## src/rtl/mem_copy_master.sv

```systemverilog
// Block-copy bus master for the unified memory port: copies a run of 32-bit words
// from a source to a destination byte address, one read then one write per word.
module mem_copy_master #(
    parameter int LEN_WIDTH = 8
) (
    input  logic                 clk,
    input  logic                 reset,
    input  logic                 i_start,
    input  logic [31:0]          i_src_addr,
    input  logic [31:0]          i_dst_addr,
    input  logic [LEN_WIDTH-1:0] i_len,
    input  logic                 i_abort,
    input  logic                 i_mem_gnt,
    input  logic [31:0]          i_Mem_data,
    output logic                 o_mem_req,
    output logic [31:0]          o_Address,
    output logic [31:0]          o_Write_data,
    output logic                 o_MemRead,
    output logic                 o_MemWrite,
    output logic                 o_busy,
    output logic                 o_done,
    output logic                 o_err,
    output logic [LEN_WIDTH-1:0] o_words_done
);

    localparam logic [1:0] IDLE   = 2'd0;
    localparam logic [1:0] READ   = 2'd1;
    localparam logic [1:0] WRITE  = 2'd2;
    localparam logic [1:0] FINISH = 2'd3;

    logic [1:0]           r_state;
    logic [31:0]          r_src_ptr;
    logic [31:0]          r_dst_ptr;
    logic [LEN_WIDTH-1:0] r_cnt;
    logic [LEN_WIDTH-1:0] r_words_done;
    logic [31:0]          r_buf;
    logic                 r_err;

    logic w_active;
    logic w_rd;
    logic w_wr;
    logic w_bad_start;

    assign w_active    = (r_state == READ) || (r_state == WRITE);
    // Abort gates the strobes in the same cycle, before the state change lands.
    assign w_rd        = (r_state == READ)  && i_mem_gnt && !i_abort;
    assign w_wr        = (r_state == WRITE) && i_mem_gnt && !i_abort;
    assign w_bad_start = (i_len == '0) || (i_src_addr[1:0] != 2'b00) ||
                         (i_dst_addr[1:0] != 2'b00);

    always_ff @(posedge clk or posedge reset) begin
        if (reset) begin
            r_state      <= IDLE;
            r_src_ptr    <= '0;
            r_dst_ptr    <= '0;
            r_cnt        <= '0;
            r_words_done <= '0;
            r_buf        <= '0;
            r_err        <= 1'b0;
        end else begin
            case (r_state)
                IDLE: begin
                    if (i_start) begin
                        r_src_ptr    <= i_src_addr;
                        r_dst_ptr    <= i_dst_addr;
                        r_cnt        <= i_len;
                        r_words_done <= '0;
                        r_err        <= w_bad_start;
                        r_state      <= w_bad_start ? FINISH : READ;
                    end
                end
                READ: begin
                    if (i_abort) begin
                        r_err   <= 1'b1;
                        r_state <= FINISH;
                    end else if (i_mem_gnt) begin
                        r_buf   <= i_Mem_data;
                        r_state <= WRITE;
                    end
                end
                WRITE: begin
                    if (i_abort) begin
                        r_err   <= 1'b1;
                        r_state <= FINISH;
                    end else if (i_mem_gnt) begin
                        r_src_ptr    <= r_src_ptr + 32'd4;
                        r_dst_ptr    <= r_dst_ptr + 32'd4;
                        r_cnt        <= r_cnt - 1'b1;
                        r_words_done <= r_words_done + 1'b1;
                        r_state      <= (r_cnt == LEN_WIDTH'(1)) ? FINISH : READ;
                    end
                end
                default: r_state <= IDLE;
            endcase
        end
    end

    always_comb begin
        o_Address = 32'd0;
        if (w_rd)
            o_Address = r_src_ptr;
        else if (w_wr)
            o_Address = r_dst_ptr;
    end

    assign o_mem_req    = w_active;
    assign o_busy       = w_active;
    assign o_MemRead    = w_rd;
    assign o_MemWrite   = w_wr;
    assign o_Write_data = r_buf;
    assign o_done       = (r_state == FINISH);
    assign o_err        = r_err;
    assign o_words_done = r_words_done;

endmodule

```

## config.mk

```make
export PLATFORM = sky130hd
export DESIGN_NAME = mem_copy_master
export DESIGN_NICKNAME = d
export VERILOG_FILES = /design/src/rtl/mem_copy_master.sv
export SDC_FILE = /design/constraint.sdc
export NUM_CORES = 1
export LEC_CHECK = 0
export ABC_AREA = 1
export CORE_ASPECT_RATIO = 1.4
export CORE_MARGIN = 4
export CORE_UTILIZATION = 40
export CTS_CLUSTER_DIAMETER = 150
export DETAILED_ROUTE_END_ITERATION = 7
export PLACE_DENSITY = 0.73
export SYNTH_ARGS = -nofsm -noshare
export SYNTH_HDL_FRONTEND = slang
export SYNTH_SLANG_ARGS = --single-unit
```

## constraint.sdc

```tcl
create_clock -name clk -period 3.46 [get_ports clk]
set_clock_uncertainty 0.05 [all_clocks]
set_input_delay 0.346 -clock clk [delete_from_list [all_inputs] [get_ports clk]]
set_output_delay 0.346 -clock clk [all_outputs]
set_load 0.02 [all_outputs]
```

==> reports/metrics.sh <==
R2R.WORST_PATH.CELLS=9
TIMING.FINAL.CRIT_SHARE_PCT=93.4
PIN_COUNT_OF_THE_BIGGEST_NET_ENTERING_GLOBAL_ROUTING=83
MAX_FREQ_MHz=310
POWER_DENSITY_nW_PER_UM2=879
SWITCHINGPOWER_mW=4.45
VIAS=8264
GP_CONGESTION=0.922
TIMING_MAX_TRANSITION_VIOLATIONS_FINAL=0
INITIAL_UTILIZATION_PCT=40.7
AREA_DELTA_SYNTH_FINAL_PCT=32.9
STDCELL_COUNT=1637
DIE_H_MICRONS=174
SETUP.WORST_PATH.CLASS='flop to output pin'
ROUTED_WIRE_LENGTH_PER_INSTANCE_MICRONS=15.2
POSTLAYOUTSETUPSLACKWORST_PS=230
CAP_VIOLATIONS=0
COMB_POWER_SHARE_PCT=52.2
TYPE_OF_ORIGIN_OF_THE_CRITICAL_PATH='flop'
DRIVE_ABOVE_1_SHARE_PCT=7.79
FILLERS=1829
P_LEAK_nW=4.83
DRC=0
GRT_ANTENNA_BEFORE_REPAIR=3
FINAL-HOLD-VIOLATION-COUNT=0
GRT_FIRST_PASS_WIRELENGTH_MM=40.4
SYNTH-MAIN-FF-CELL='dfrtp_1'
FIN_SETUP_TNS_PS=0
CTS_TREE='done'
HOLDWS_PS=252
POSTCTSSETUPBUFFERS=0
YOSYSUNIQUECELLTYPES=39
SW_RATIO_PCT=48.5
ROUTED_VIA_DENSITY=5.05
POST-PLACE-CELLS=1603
HTREE_LEVELS=4
SYNTH.AVG_CELL_AREA_SQ_UM=6.51
TIMING.REG2REG.SETUP_SLACK_PS=1020
POSTCTSHOLDBUFS=0
FINAL_ROUTED_WIRELENGTH_MM=24.9
CTS_MADE_BUFFERS=17
CRITICAL_PATH_REQUIRED_PS=3060
FIRST_GLOBAL_VIAS=8059
IOS=187
SETUP_REPAIR_AFTER_GLOBAL_ROUTING_MISSED_ITS_MARGIN='false'
MAPPEDNETLISTNETS=1326
FP.COREAREA_SQ_UM=19300
NUM-NETS-FINAL=1493
SYNTH_SEQ_AREA_SHARE_PCT=36.6
SYN_AREA_SQ_UM=7850
STATUS='finished clean'
MAX_SLEW_MARGIN_PCT=64.1
NUMBER_OF_SYNTHESIZED_FLOPS_WITH_AN_ENABLE_PIN=0
TOTAL_GLOBAL_ROUTING_OVERFLOW=0
CTS.ROOT.BUFFER_CELL='clkbuf_16'
CLKSLEWWORSTSETUPHOLDPATHS_PS=60
CLOCK_PERIOD_MINUS_FINAL_WORST_SETUP_SLACK_PS=3230
BUFFER_PORTS.INSERTED=186
PLACE_WORST_SETUP_SLACK_PS=594
WORST_R2R_ENDPOINT='r_dst_ptr[9]'
SYNTH_AREA_LEADER_CELL='dfrtp_1'
FINALINSTANCEAREA_SQ_UM=10400
YOSYS_WARNINGS=0
DIEAREA_SQ_UM=22000
CRITICAL_PATH.MAX_FANOUT=34
CLKLATENCYLATEPIN_PS=420
HOLD_PATH_CLASS='input pin to asynchronous set/reset pin'
DETAILED_PLACE.AREA_SQ_UM=9890
WORST_IR_DROP_VDD_uV=755
POWER_FRAC_SEQ_PCT=29.8
STARTPOINT_OF_THE_LOWEST_SLACK_REGISTER_TO_REGISTER_PATH='r_state[0]'
ASYNC_RESET_FF_SHARE_PCT=100
DETAILED_PLACE_HPWL_MM=18.3
SYNTHESIZED_NETLIST_CELL_COUNT=1207
CTS.PATH.MAX_BUFFERS=2
TIMING.FINAL.SETUP_VIOLATIONS=0
INITIALDRTVIOLATIONCOUNT=721
FINAL_UTIL_PCT=54.1
ROUTE.ANTENNA.REMAINING_NETS=0
TOTAL_DESIGN_POWER_mW=9.17
YOSYS_REGISTER_BITS=115
CLKSINKCOUNT=115
GRT_UTIL_ALL_LAYERS_PCT=22.6
WORST_EP_ARRIVAL_TIME_PS=2830
DRT_FIRST_PASS_ITERS=6
FLOORPLAN.DIE.WIDTH_MICRONS=126
MAX_SLEW.WORST_PIN.SLEW_PS=538
POWER.INTERNAL_mW=4.72
POST_SYNTH_MAIN_AREA_CONTRIBUTORS='dfrtp_1 (37%), nand2_1 (20%), nor2_1 (7.6%), nand3_1 (6.8%), inv_1 (5.7%)'
POWER_SHARE_OF_THE_CLOCK_GROUP_PCT=18.0
CELL_ROW_COUNT=60
CP-END-KIND='output pin'
CTSRESIZECOUNT=0
SYNTHDOMINANTCELLAREASHARE_PCT=36.6
power by group through the flow:
| stage | Sequential (mW) | Combinational, mW | Clock [mW] |
|---|---|---|---|
| 6_report | 2.73 | 4.79 | 1.65 |
| 5_1_grt | 2.82 | 5.35 | 1.75 |
| 4_1_cts | 2.71 | 4.83 | 1.68 |
| 3_5_place_dp | 2.73 | 4.81 | 0 |
| 3_3_place_gp | 2.73 | 4.71 | 0 |
| 2_1_floorplan | 2.75 | 3.18 | 0 |
placed cells by master, fill, tap and decap left out, drive strengths merged:
cell,synthesis,routed
a21oi,25,25
o211ai,3,3
and2,4,4
inv,128,135
clkbuf,17,17
o21ai,100,100
diode,0,2
buf,33,12
a21o,1,1
o31ai,1,1
o21a,1,1
nor3b,1,1
clkdlybuf4s50,0,186
nand3,109,109
nand4,6,6
a31o,1,1
clkinvlp,0,3
nor2,182,182
clkinv,0,5
a31oi,4,4
nor3,15,15
dfrtp,115,115
a22oi,2,2
o22ai,6,6
or2,2,2
a22o,1,1
xor2,5,5
nand2,435,435
ha,10,10
routing by layer:
metal  GRT usage, %  wire length, microns  share of wire [%]  vias up
met3           5.67                  1710                6.9       50
met4           8.68                   750                3.0        2
met2           38.7                 12400                 50      277
li1               -                     -                  -     4130
met5              0                     8              0.032        -
met1           27.3                 10100                 40     3805
final cells by class:
class | instances | area [sq um] | area share [%]
multi-input combinational | 914 | 4220 | 40.4
sequential | 115 | 2880 | 27.6
timing repair buffer | 198 | 2000 | 19.2
inverter | 128 | 483 | 4.63
clock buffer | 17 | 425 | 4.07
tap | 248 | 310 | 2.97
clock inverter | 15 | 123 | 1.17
antenna | 2 | 5.00 | 0.0479
worst max-delay path by stage:
stage | slack [ps] | startpoint | depth (start not counted) | end
2_1_floorplan | 20 | reset | 1 | o_Write_data[0]
6_report | 230 | r_state[1] | 9 | o_Address[28]
4_1_cts | 140 | r_state[0] | 10 | o_Address[9]
3_3_place_gp | 660 | i_abort | 7 | o_Address[27]
5_1_grt | 30 | r_state[1] | 9 | o_Address[23]
3_5_place_dp | 590 | i_abort | 7 | o_Address[28]
worst max-delay path, cell delays in order, from the launching register on:
cell             delay (ps)
dfrtp_1                 420
inv_1                   110
ha_1                    220
inv_2                   100
nor3_4                   50
inv_2                   400
buf_4                   290
nand3_1                  90
o21ai_0                 100
clkdlybuf4s50_1         630
state kept, by name, indices dropped and copies added, names as in the netlist:
register      flops
r_state           2
r_dst_ptr        32
r_src_ptr        32
r_cnt             8
o_words_done      8
o_err             1
o_Write_data     32
cells in the mapped netlist, types with 10 or more instances:
cell type,n
nor2_4,12
nor3_1,14
buf_6,10
nand3_1,106
dfrtp_1,115
buf_2,11
a21oi_1,21
o21ai_1,25
ha_1,10
nor2_1,160
clkbuf_1,17
o21ai_0,70
nand2_1,423
inv_1,119
cells by family (layout without fill, tap and decap cells):
| kind of cell | count (synthesis) | in the layout | synth area share [%] |
|---|---|---|---|
| AND/OR/NAND/NOR | 754 | 754 | 41.0 |
| AO/OA/AOI/OAI | 145 | 145 | 10.3 |
| buffers and inverters | 178 | 358 | 9.93 |
| XOR/XNOR | 5 | 5 | 0.558 |
| adder cells (fa/ha/maj) | 10 | 10 | 1.59 |
| other | 0 | 2 | 0 |
| flip-flops | 115 | 115 | 36.6 |
Power figures use the tool's default switching activity.
